`config.mk`:
```
export PLATFORM = sky130hd
export DESIGN_NAME = multicycle_control_unit_flat
export DESIGN_NICKNAME = d
export VERILOG_FILES = /design/src/rtl/multicycle_control_unit_if.sv /design/src/rtl/multicycle_control_unit.sv /design/src/flat_wrapper.sv
export SDC_FILE = /design/constraint.sdc
export NUM_CORES = 1
export LEC_CHECK = 0
export CORE_ASPECT_RATIO = 0.9
export CORE_MARGIN = 4
export CORE_UTILIZATION = 40
export CTS_CLUSTER_SIZE = 25
export DETAILED_ROUTE_END_ITERATION = 7
export PLACE_DENSITY = 0.75
export SYNTH_ARGS = -nofsm -noshare
export SYNTH_HDL_FRONTEND = slang
export SYNTH_SLANG_ARGS = --single-unit
export TNS_END_PERCENT = 1
```
`constraint.sdc`:
```
create_clock -name CLK -period 1.95 [get_ports CLK]
set_input_delay 0.4875 -clock CLK [delete_from_list [all_inputs] [get_ports CLK]]
set_output_delay 0.4875 -clock CLK [all_outputs]
set_load 0.01 [all_outputs]
```
`src/rtl/multicycle_control_unit_if.sv`:
```
// -----------------------------------------------------------------------------
// multicycle_control_unit_if
// Controller <-> datapath bundle: IR opcode and ALU flags in, datapath strobes out.
// Revision: 1.0 - initial release
// -----------------------------------------------------------------------------
`default_nettype none

interface multicycle_control_unit_if #(
  parameter int OP_W = 6,
  parameter int ST_W = 3
);
  logic [OP_W-1:0] OpCode;
  logic            Zero;
  logic            Sign;
  logic            PCWre;
  logic            InsMemRW;
  logic            IRWre;
  logic            RegWre;
  logic [1:0]      RegDst;
  logic            WrRegDSrc;
  logic            ALUSrcA;
  logic            ALUSrcB;
  logic            ExtSel;
  logic            DBDataSrc;
  logic [2:0]      ALUOp;
  logic [1:0]      PCSrc;
  logic            mRD;
  logic            mWR;
  logic [ST_W-1:0] State;

  modport master (
    input  OpCode, Zero, Sign,
    output PCWre, InsMemRW, IRWre, RegWre, RegDst, WrRegDSrc, ALUSrcA, ALUSrcB,
           ExtSel, DBDataSrc, ALUOp, PCSrc, mRD, mWR, State
  );

  modport slave (
    output OpCode, Zero, Sign,
    input  PCWre, InsMemRW, IRWre, RegWre, RegDst, WrRegDSrc, ALUSrcA, ALUSrcB,
           ExtSel, DBDataSrc, ALUOp, PCSrc, mRD, mWR, State
  );
endinterface

`default_nettype wire

```
`src/rtl/multicycle_control_unit.sv`:
```
// -----------------------------------------------------------------------------
// multicycle_control_unit
// IF/ID/EXE/MEM/WB sequencer generating all strobes for the multicycle datapath.
// Revision: 1.0 - initial release
// -----------------------------------------------------------------------------
`default_nettype none

module multicycle_control_unit #(
  parameter int OP_W = 6,
  parameter int ST_W = 3
) (
  input  wire logic                      CLK,
  input  wire logic                      Reset,
  multicycle_control_unit_if.master      bus
);

  typedef enum logic [ST_W-1:0] {
    S_IF   = ST_W'(3'b000),
    S_ID   = ST_W'(3'b001),
    S_EXE  = ST_W'(3'b010),
    S_MEM  = ST_W'(3'b011),
    S_WB   = ST_W'(3'b100),
    S_HALT = ST_W'(3'b111)
  } state_t;

  localparam logic [OP_W-1:0] c_OP_ADD   = OP_W'(6'b000000);
  localparam logic [OP_W-1:0] c_OP_SUB   = OP_W'(6'b000001);
  localparam logic [OP_W-1:0] c_OP_ADDIU = OP_W'(6'b000010);
  localparam logic [OP_W-1:0] c_OP_ANDI  = OP_W'(6'b010000);
  localparam logic [OP_W-1:0] c_OP_AND   = OP_W'(6'b010001);
  localparam logic [OP_W-1:0] c_OP_ORI   = OP_W'(6'b010010);
  localparam logic [OP_W-1:0] c_OP_OR    = OP_W'(6'b010011);
  localparam logic [OP_W-1:0] c_OP_SLL   = OP_W'(6'b011000);
  localparam logic [OP_W-1:0] c_OP_SLTI  = OP_W'(6'b100110);
  localparam logic [OP_W-1:0] c_OP_SLT   = OP_W'(6'b100111);
  localparam logic [OP_W-1:0] c_OP_SW    = OP_W'(6'b110000);
  localparam logic [OP_W-1:0] c_OP_LW    = OP_W'(6'b110001);
  localparam logic [OP_W-1:0] c_OP_BEQ   = OP_W'(6'b110100);
  localparam logic [OP_W-1:0] c_OP_BNE   = OP_W'(6'b110101);
  localparam logic [OP_W-1:0] c_OP_BLTZ  = OP_W'(6'b110110);
  localparam logic [OP_W-1:0] c_OP_J     = OP_W'(6'b111000);
  localparam logic [OP_W-1:0] c_OP_JR    = OP_W'(6'b111001);
  localparam logic [OP_W-1:0] c_OP_JAL   = OP_W'(6'b111010);
  localparam logic [OP_W-1:0] c_OP_HALT  = OP_W'(6'b111111);

  state_t     r_state;
  state_t     w_next;
  logic       w_rtype, w_itype, w_lw, w_sw, w_beq, w_bne, w_bltz;
  logic       w_j, w_jr, w_jal, w_halt, w_sll, w_zext;
  logic       w_branch, w_jump, w_nop, w_taken, w_dec_on;
  logic [2:0] w_aluop;
  logic       w_pcwre, w_insmem, w_irwre, w_regwre, w_mrd, w_mwr;

  always_comb begin : p_decode
    w_rtype = 1'b0; w_itype = 1'b0; w_lw = 1'b0; w_sw = 1'b0;
    w_beq = 1'b0; w_bne = 1'b0; w_bltz = 1'b0;
    w_j = 1'b0; w_jr = 1'b0; w_jal = 1'b0; w_halt = 1'b0;
    w_sll = 1'b0; w_zext = 1'b0; w_aluop = 3'b000;
    case (bus.OpCode)
      c_OP_ADD:   w_rtype = 1'b1;
      c_OP_SUB:   begin w_rtype = 1'b1; w_aluop = 3'b001; end
      c_OP_ADDIU: w_itype = 1'b1;
      c_OP_ANDI:  begin w_itype = 1'b1; w_zext = 1'b1; w_aluop = 3'b100; end
      c_OP_AND:   begin w_rtype = 1'b1; w_aluop = 3'b100; end
      c_OP_ORI:   begin w_itype = 1'b1; w_zext = 1'b1; w_aluop = 3'b011; end
      c_OP_OR:    begin w_rtype = 1'b1; w_aluop = 3'b011; end
      c_OP_SLL:   begin w_rtype = 1'b1; w_sll = 1'b1; w_aluop = 3'b010; end
      c_OP_SLTI:  begin w_itype = 1'b1; w_aluop = 3'b110; end
      c_OP_SLT:   begin w_rtype = 1'b1; w_aluop = 3'b110; end
      c_OP_SW:    w_sw = 1'b1;
      c_OP_LW:    w_lw = 1'b1;
      c_OP_BEQ:   begin w_beq = 1'b1; w_aluop = 3'b001; end
      c_OP_BNE:   begin w_bne = 1'b1; w_aluop = 3'b001; end
      c_OP_BLTZ:  begin w_bltz = 1'b1; w_aluop = 3'b001; end
      c_OP_J:     w_j = 1'b1;
      c_OP_JR:    w_jr = 1'b1;
      c_OP_JAL:   w_jal = 1'b1;
      c_OP_HALT:  w_halt = 1'b1;
      default:    ;
    endcase
  end

  assign w_branch = w_beq | w_bne | w_bltz;
  assign w_jump   = w_j | w_jr | w_jal;
  assign w_nop    = ~(w_rtype | w_itype | w_lw | w_sw | w_branch | w_jump | w_halt);
  assign w_taken  = (w_beq & bus.Zero) | (w_bne & ~bus.Zero) | (w_bltz & bus.Sign);

  always_ff @(posedge CLK) begin
    if (!Reset) r_state <= S_IF;
    else        r_state <= w_next;
  end

  always_comb begin : p_next_out
    w_next   = S_IF;
    w_dec_on = 1'b0;
    w_pcwre  = 1'b0; w_insmem = 1'b0; w_irwre = 1'b0;
    w_regwre = 1'b0; w_mrd    = 1'b0; w_mwr   = 1'b0;
    case (r_state)
      S_IF: begin
        w_next = S_ID; w_insmem = 1'b1; w_irwre = 1'b1;
      end
      S_ID: begin
        w_dec_on = 1'b1;
        if (w_jump | w_nop) begin
          w_next = S_IF; w_pcwre = 1'b1; w_regwre = w_jal;
        end else if (w_halt) begin
          w_next = S_HALT;
        end else begin
          w_next = S_EXE;
        end
      end
      S_EXE: begin
        w_dec_on = 1'b1;
        if (w_branch)         begin w_next = S_IF; w_pcwre = 1'b1; end
        else if (w_lw | w_sw) w_next = S_MEM;
        else                  w_next = S_WB;
      end
      S_MEM: begin
        w_dec_on = 1'b1;
        if (w_sw)      begin w_next = S_IF; w_pcwre = 1'b1; w_mwr = 1'b1; end
        else if (w_lw) begin w_next = S_WB; w_mrd = 1'b1; end
      end
      S_WB: begin
        w_dec_on = 1'b1; w_next = S_IF; w_pcwre = 1'b1; w_regwre = 1'b1;
      end
      S_HALT:  w_next = S_HALT;
      default: w_next = S_IF;
    endcase
  end

  // Reset low must suppress every state-changing strobe, including an abort in WB/MEM.
  assign bus.PCWre    = w_pcwre  & Reset;
  assign bus.InsMemRW = w_insmem & Reset;
  assign bus.IRWre    = w_irwre  & Reset;
  assign bus.RegWre   = w_regwre & Reset;
  assign bus.mRD      = w_mrd    & Reset;
  assign bus.mWR      = w_mwr    & Reset;

  assign bus.ALUSrcA   = w_dec_on & w_sll;
  assign bus.ALUSrcB   = w_dec_on & (w_itype | w_lw | w_sw);
  assign bus.ExtSel    = w_dec_on & ~w_zext;
  assign bus.DBDataSrc = w_dec_on & w_lw;
  assign bus.ALUOp     = w_dec_on ? w_aluop : 3'b000;
  assign bus.WrRegDSrc = w_dec_on & ~w_jal;
  assign bus.RegDst    = !w_dec_on ? 2'b00 : w_jal ? 2'b00 : w_rtype ? 2'b10 : 2'b01;
  assign bus.PCSrc     = !w_dec_on           ? 2'b00 :
                         (w_j | w_jal)       ? 2'b11 :
                         w_jr                ? 2'b10 :
                         w_taken             ? 2'b01 : 2'b00;
  assign bus.State     = r_state;

endmodule

`default_nettype wire
```
`src/flat_wrapper.sv`:
```
// flat-port wrapper written by rule: the top's interface ports become plain ports
module multicycle_control_unit_flat 
#(
  parameter int OP_W = 6,
  parameter int ST_W = 3
)
  (CLK, Reset, bus_OpCode, bus_Zero, bus_Sign, bus_PCWre, bus_InsMemRW, bus_IRWre, bus_RegWre, bus_RegDst, bus_WrRegDSrc, bus_ALUSrcA, bus_ALUSrcB, bus_ExtSel, bus_DBDataSrc, bus_ALUOp, bus_PCSrc, bus_mRD, bus_mWR, bus_State);
  multicycle_control_unit_if #(.OP_W(OP_W), .ST_W(ST_W)) bus_i ();
  input  wire logic CLK;
  input  wire logic Reset;
  input wire logic [$bits(bus_i.OpCode)-1:0] bus_OpCode;
  input wire logic [$bits(bus_i.Zero)-1:0] bus_Zero;
  input wire logic [$bits(bus_i.Sign)-1:0] bus_Sign;
  output wire logic [$bits(bus_i.PCWre)-1:0] bus_PCWre;
  output wire logic [$bits(bus_i.InsMemRW)-1:0] bus_InsMemRW;
  output wire logic [$bits(bus_i.IRWre)-1:0] bus_IRWre;
  output wire logic [$bits(bus_i.RegWre)-1:0] bus_RegWre;
  output wire logic [$bits(bus_i.RegDst)-1:0] bus_RegDst;
  output wire logic [$bits(bus_i.WrRegDSrc)-1:0] bus_WrRegDSrc;
  output wire logic [$bits(bus_i.ALUSrcA)-1:0] bus_ALUSrcA;
  output wire logic [$bits(bus_i.ALUSrcB)-1:0] bus_ALUSrcB;
  output wire logic [$bits(bus_i.ExtSel)-1:0] bus_ExtSel;
  output wire logic [$bits(bus_i.DBDataSrc)-1:0] bus_DBDataSrc;
  output wire logic [$bits(bus_i.ALUOp)-1:0] bus_ALUOp;
  output wire logic [$bits(bus_i.PCSrc)-1:0] bus_PCSrc;
  output wire logic [$bits(bus_i.mRD)-1:0] bus_mRD;
  output wire logic [$bits(bus_i.mWR)-1:0] bus_mWR;
  output wire logic [$bits(bus_i.State)-1:0] bus_State;
  assign bus_i.OpCode = bus_OpCode;
  assign bus_i.Zero = bus_Zero;
  assign bus_i.Sign = bus_Sign;
  assign bus_PCWre = bus_i.PCWre;
  assign bus_InsMemRW = bus_i.InsMemRW;
  assign bus_IRWre = bus_i.IRWre;
  assign bus_RegWre = bus_i.RegWre;
  assign bus_RegDst = bus_i.RegDst;
  assign bus_WrRegDSrc = bus_i.WrRegDSrc;
  assign bus_ALUSrcA = bus_i.ALUSrcA;
  assign bus_ALUSrcB = bus_i.ALUSrcB;
  assign bus_ExtSel = bus_i.ExtSel;
  assign bus_DBDataSrc = bus_i.DBDataSrc;
  assign bus_ALUOp = bus_i.ALUOp;
  assign bus_PCSrc = bus_i.PCSrc;
  assign bus_mRD = bus_i.mRD;
  assign bus_mWR = bus_i.mWR;
  assign bus_State = bus_i.State;
  multicycle_control_unit #(.OP_W(OP_W), .ST_W(ST_W)) u_core (.CLK(CLK), .Reset(Reset), .bus(bus_i));
endmodule
```
# Word-level counts from Yosys, hierarchy flattened
# Cells that the tools add are included.
dict set report totals {
  ff_bits 3
  inputBits 10
  output_inout_bits 21
  elab_cells 109
}
dict set report classes {
  n_eq_ne 23
  n_mux 41
  bitwise 34
  reduce_logical 10
}
# operator count
set op_table {}
lappend op_table {{== test 6 bit, second input constant} 11}
lappend op_table {{== test 6 x 5 -> 1 bit, second input constant} 5}
lappend op_table {{case mux 3 bit (5 select lines)} 2}
lappend op_table {{2-to-1 mux 1 bit} 24}
lappend op_table {{2-to-1 mux 3 bit} 7}
lappend op_table {{OR 1 bit} 17}
lappend op_table {{bitwise AND 1 bit} 13}
lappend op_table {{2-to-1 mux 2 bit} 6}
lappend op_table {{OR reduction 4 bit} 3}
lappend op_table {{OR reduction 2 bit} 4}
lappend op_table {{== test 3 x 2 -> 1 bit, second input constant} 2}
lappend op_table {{== test 3 bit, second input constant} 2}
lappend op_table {{== test 6 x 1 -> 1 bit, second input constant} 1}
lappend op_table {{== test 6 x 2 -> 1 bit, second input constant} 1}
lappend op_table {{zero test 6 bit} 1}
lappend op_table {{OR reduction 6 bit} 1}
lappend op_table {{NOT 1 bit} 4}
lappend op_table {{case mux 1 bit (4 select lines)} 1}
lappend op_table {{== test 3 x 1 -> 1 bit, second input constant} 1}
lappend op_table {{zero test 3 bit} 1}
lappend op_table {{case mux 1 bit (2 select lines)} 1}

# Logic depth before layout (Yosys ltp)
dict set report depth {
  ltp_word 14
  ltp_mapped 6
  mapped_depth_nobuf 4
}

# Least setup slack after synthesis
# No wires, ideal clock.
dict set report synth_path {
  kind {input port to output port}
  start {input port bus_OpCode[2]}
  end {output port bus_RegDst[0]}
  arrival_ps 1434
  required_time_ps 1462
  path_slack_ps 28
  path_stages 5
  path_buffers 1
  path_cell_list {buf_6 -> and3b_4 -> and3_1 -> a221o_1 -> nor3_2}
}
dict set report synth_via {
  elab_chain_cells 6
  elab_cells_between_ends 13
  cone_classes {6 x eq/ne; 5 x mux; 2 x reduce/logical}
}
# element line
set synth_lines {}
lappend synth_lines {{from (decl)} flat_wrapper.sv:11} ;# input wire logic [$bits(bus_i.OpCode)-1:0] bus_OpCode;
lappend synth_lines {{== test 6 x 1 -> 1 bit (tied with other cells)} multicycle_control_unit.sv:59} ;# case (bus.OpCode)
lappend synth_lines {{OR reduction 6 bit (no source line)} --}
lappend synth_lines {{2-to-1 mux 1 bit} multicycle_control_unit.sv:59}
lappend synth_lines {{2-to-1 mux 2 bit} multicycle_control_unit.sv:145} ;# assign bus.RegDst = !w_dec_on ? 2'b00 : w_jal ? 2'b00 : w_rtype ? 2'b10 : 2'b01;
lappend synth_lines {{2-to-1 mux 2 bit * (2 in series)} multicycle_control_unit.sv:145}
lappend synth_lines {{to (decl)} flat_wrapper.sv:18} ;# output wire logic [$bits(bus_i.RegDst)-1:0] bus_RegDst;
# Every way passes the cells marked *; elsewhere a longest branch is shown, timed or not.

# Final worst setup path
dict set report layout_path {
  start {input port bus_OpCode[2]}
  end {output port bus_PCWre}
}
dict set report layout_via {
  elab_chain_cells 14
  elab_cells_between_ends 49
  cone_classes {18 x eq/ne; 15 x mux; 13 x bitwise; 3 x reduce/logical}
}
# element line
set layout_lines {}
lappend layout_lines {{== test 6 x 1 -> 1 bit (tied with other cells)} multicycle_control_unit.sv:59}
lappend layout_lines {{OR reduction 6 bit (no source line) / OR reduction 4 bit (equally long branches)} --}
lappend layout_lines {{2-to-1 mux 1 bit} multicycle_control_unit.sv:59}
lappend layout_lines {{OR 1 bit (6 in series)} multicycle_control_unit.sv:85} ;# assign w_nop = ~(w_rtype | w_itype | w_lw | w_sw | w_branch | w_jump | w_halt);
lappend layout_lines {{NOT 1 bit} multicycle_control_unit.sv:85}
lappend layout_lines {{OR 1 bit} multicycle_control_unit.sv:104} ;# if (w_jump | w_nop) begin
lappend layout_lines {{2-to-1 mux 1 bit} multicycle_control_unit.sv:104}
lappend layout_lines {{case mux 1 bit (4 select lines) *} multicycle_control_unit.sv:98} ;# case (r_state)
lappend layout_lines {{bitwise AND 1 bit *} multicycle_control_unit.sv:132} ;# assign bus.PCWre = w_pcwre & Reset;
lappend layout_lines {{to (decl)} flat_wrapper.sv:14} ;# output wire logic [$bits(bus_i.PCWre)-1:0] bus_PCWre;
# Marked as above.

==> impl_metrics.ini <==
[routing]
ant_nets = 0
routed_wl_mm = 3.66
drc = 0
num_vias = 1231
first_iter_violations = 92
drtPass1Iterations = 4
vias_per_cell = 6.00
routedWlPerCell_um = 17.9

[worst_setup_path]
critPathMaxFanout = 4
r2r-end = u_core.bus.State[2]
timing.rr.start = u_core.bus.State[1]
r2r_slack_ps = 540
r2r_cells = 6
path_class = in -> out
critical_path.endpoint_type = output port
cp.arrival_ps = 1610
required_ps = 1460
start_kind = input port

[sta]
relSlewSlack_pct = 73.0
tns_ps = -500
post-route-min-period_ps = 2100
setup-violations-final = 6
max_freq_ghz = 0.476
rsz0062_at_grt = yes
layout_setup_ws_ps = -149
worstMarginPinSlew_ps = 405
fin_skew_ps = 4.30
hold_ws_ps = 596
period_share_pct = 108
slew_violations = 0
hold_viol_final = 0

[synth]
ys_seq_area_share_pct = 7.72
ys.flop_type = dfxtp_1
syn_avg_cell_area_um2 = 6.83
synth_cell_types = 46
yosys_warnings = 0
synth_xor_area_share_pct = 2.25
syn_inst = 114
synthAdderAreaFrac_pct = 0
synth_top_family_by_area = simple AND/OR/NAND/NOR gates
synthMuxAreaShare_pct = 0
synth-compound-area-share_pct = 29.3
synth_edf_count = 0
async_reset_ff_share_pct = 0
synth_area_um2 = 778
synthSimpleGateAreaFrac_pct = 44.9
ys_ff_latch = 3
syn_nets = 124

[place]
gp_congestion = 0.920
place_area_um2 = 1310
dp_hpwl_mm = 2.32
io_buffers = 30

[min_path]
hold_path_end = u_core.bus.State[1]
min_from = Reset
hold-path-cell-count = 3
hold_path_class = in -> reg

[final_layout]
multiInputGateArea_um2 = 728
final_util_pct = 85.6
syn2layout_area_growth_pct = 92.6
fin_area_um2 = 1500
drive_above_1_share_pct = 58.6
layout.nets = 192
seqCellArea_um2 = 61.3
diodes = 0
fillers = 103
largest_register_ffs = 3

[floorplanning]
die_h_um = 49.8
io_pins = 31
start_util_pct = 44.4
coreArea_um2 = 1750
dieArea_um2 = 2720
die_w_um = 54.5
rows = 14

[power]
p_leak_nw = 0.699
p_sw_w = 0.000194
pwr-share-seq_pct = 14.1
total_power_w = 0.000487
p_comb_share_pct = 61.9
clock_power_share_pct = 24.0
intPower_w = 0.000293
peakVddDrop_v = 0.000446
power_density_nw_per_um2 = 325
switching_share_pct = 39.8

[run]
cap_violations = 0

[clocking]
cts_sinks = 3
cts_buffers = 3
cts_tree = built
cts_max_level = 1
postCtsHoldBufs = 0
clk_path_buf_depth = 2
clock_latency_ps = 240
clk_pin_slew_worst_paths_ps = 40
cts-root-buf = clkbuf_4

[outcome]
violations = negative setup slack
status = finished, violations left

[grt]
track_usage_pct = 27.3
grt_max_degree = 10
antenna_found_initial = 0
grt_pass1_wl_mm = 5.55
grt_pass1_vias = 1130
overflow = 0
-- power groups by stage --
| stage | Combinational [W] | Clock, W | Sequential (W) |
|---|---|---|---|
| 4_1_cts | 0.000274 | 0.000115 | 0.0000683 |
| 3_3_place_gp | 0.000248 | 0 | 0.0000688 |
| 3_5_place_dp | 0.000255 | 0 | 0.0000689 |
| 6_report | 0.000301 | 0.000117 | 0.0000688 |
| 2_1_floorplan | 0.000129 | 0 | 0.0000714 |
| 5_1_grt | 0.000322 | 0.000123 | 0.0000689 |
-- cell type report --
| cell class | count | share of cell area (%) |
|---|---|---|
| clock buffer | 4 | 1.75 |
| timing repair buffer | 76 | 41.8 |
| sequential | 3 | 4.09 |
| inverter | 7 | 1.75 |
| multi-input combinational | 91 | 48.6 |
| tap | 24 | 2.00 |
-- how the worst max path moves through the flow --
stage                   from            end  slack, ps  cells after the start
2_1_floorplan  bus_OpCode[2]  bus_RegDst[0]         30                      5
4_1_cts        bus_OpCode[2]      bus_PCWre       -130                      7
3_5_place_dp   bus_OpCode[0]     bus_RegWre      -1020                      7
3_3_place_gp   bus_OpCode[2]      bus_PCWre       -960                      7
5_1_grt        bus_OpCode[2]   bus_ALUOp[1]       -220                      7
6_report       bus_OpCode[2]      bus_PCWre       -150                      7
-- what timing repair did --
item / in CTS / in global routing
gates resized for setup: 118 / 27
setup endpoints to repair: 19 / 19
pin swaps: 12 / 10
buffers inserted: 5 / 0
cloned: 1 / 0
-- metrics by stage --
| stage | instances | setup slack [ps] |
|---|---|---|
| 5_1_grt | 205 | -224 |
| 4_1_cts | 205 | -125 |
| 2_1_floorplan | 114 | 28.2 |
| 3_3_place_gp | 195 | -962 |
| 6_report | 205 | -149 |
| 3_5_place_dp | 195 | -1020 |
-- synth_stat cells, drive strengths merged, types with 3 or more instances --
library cell / count / area, µm²
o21ai: 4 / 20.0
a21oi: 8 / 43.8
a32oi: 3 / 26.3
nor2b: 3 / 18.8
nor3: 8 / 45.0
and3: 6 / 37.5
inv: 7 / 26.3
buf: 13 / 97.6
nand4: 3 / 18.8
nor2: 10 / 42.5
nand2b: 3 / 18.8
dfxtp: 3 / 60.1
nand2: 9 / 33.8
nand3: 5 / 25.0
-- placed cells by master, fill, tap and decap left out, drive strengths merged, types with 4 or more instances in the layout --
cell / instances
a21oi: 8
nor2: 10
inv: 7
nand2: 9
buf: 65
o21ai: 4
nand3: 5
and3: 6
nor3: 8
clkbuf: 5
-- kinds of logic (layout without fill, tap and decap cells) --
group / count (synthesis) / after routing
flip-flops: 3 / 3
AO/OA/AOI/OAI: 30 / 30
XOR/XNOR: 2 / 2
AND/OR/NAND/NOR: 59 / 59
buffers and inverters: 20 / 87
-- critical path, stage by stage --
cell and delay, ps:
buf_8 110, buf_6 100, or3b_4 380, a21oi_4 160
o2111ai_2 120, o221ai_2 90, buf_2 160
-- routing by layer --
| layer | wire length (µm) | vias to the layer above | global-route usage, % |
|---|---|---|---|
| met5 | 0 | - | 0 |
| met4 | 92 | 0 | 4.56 |
| met3 | 373 | 12 | 3.61 |
| met2 | 1680 | 99 | 45.2 |
| met1 | 1520 | 564 | 37.3 |
| li1 | - | 556 | - |
Note: power is estimated with default switching activity, not from simulation.
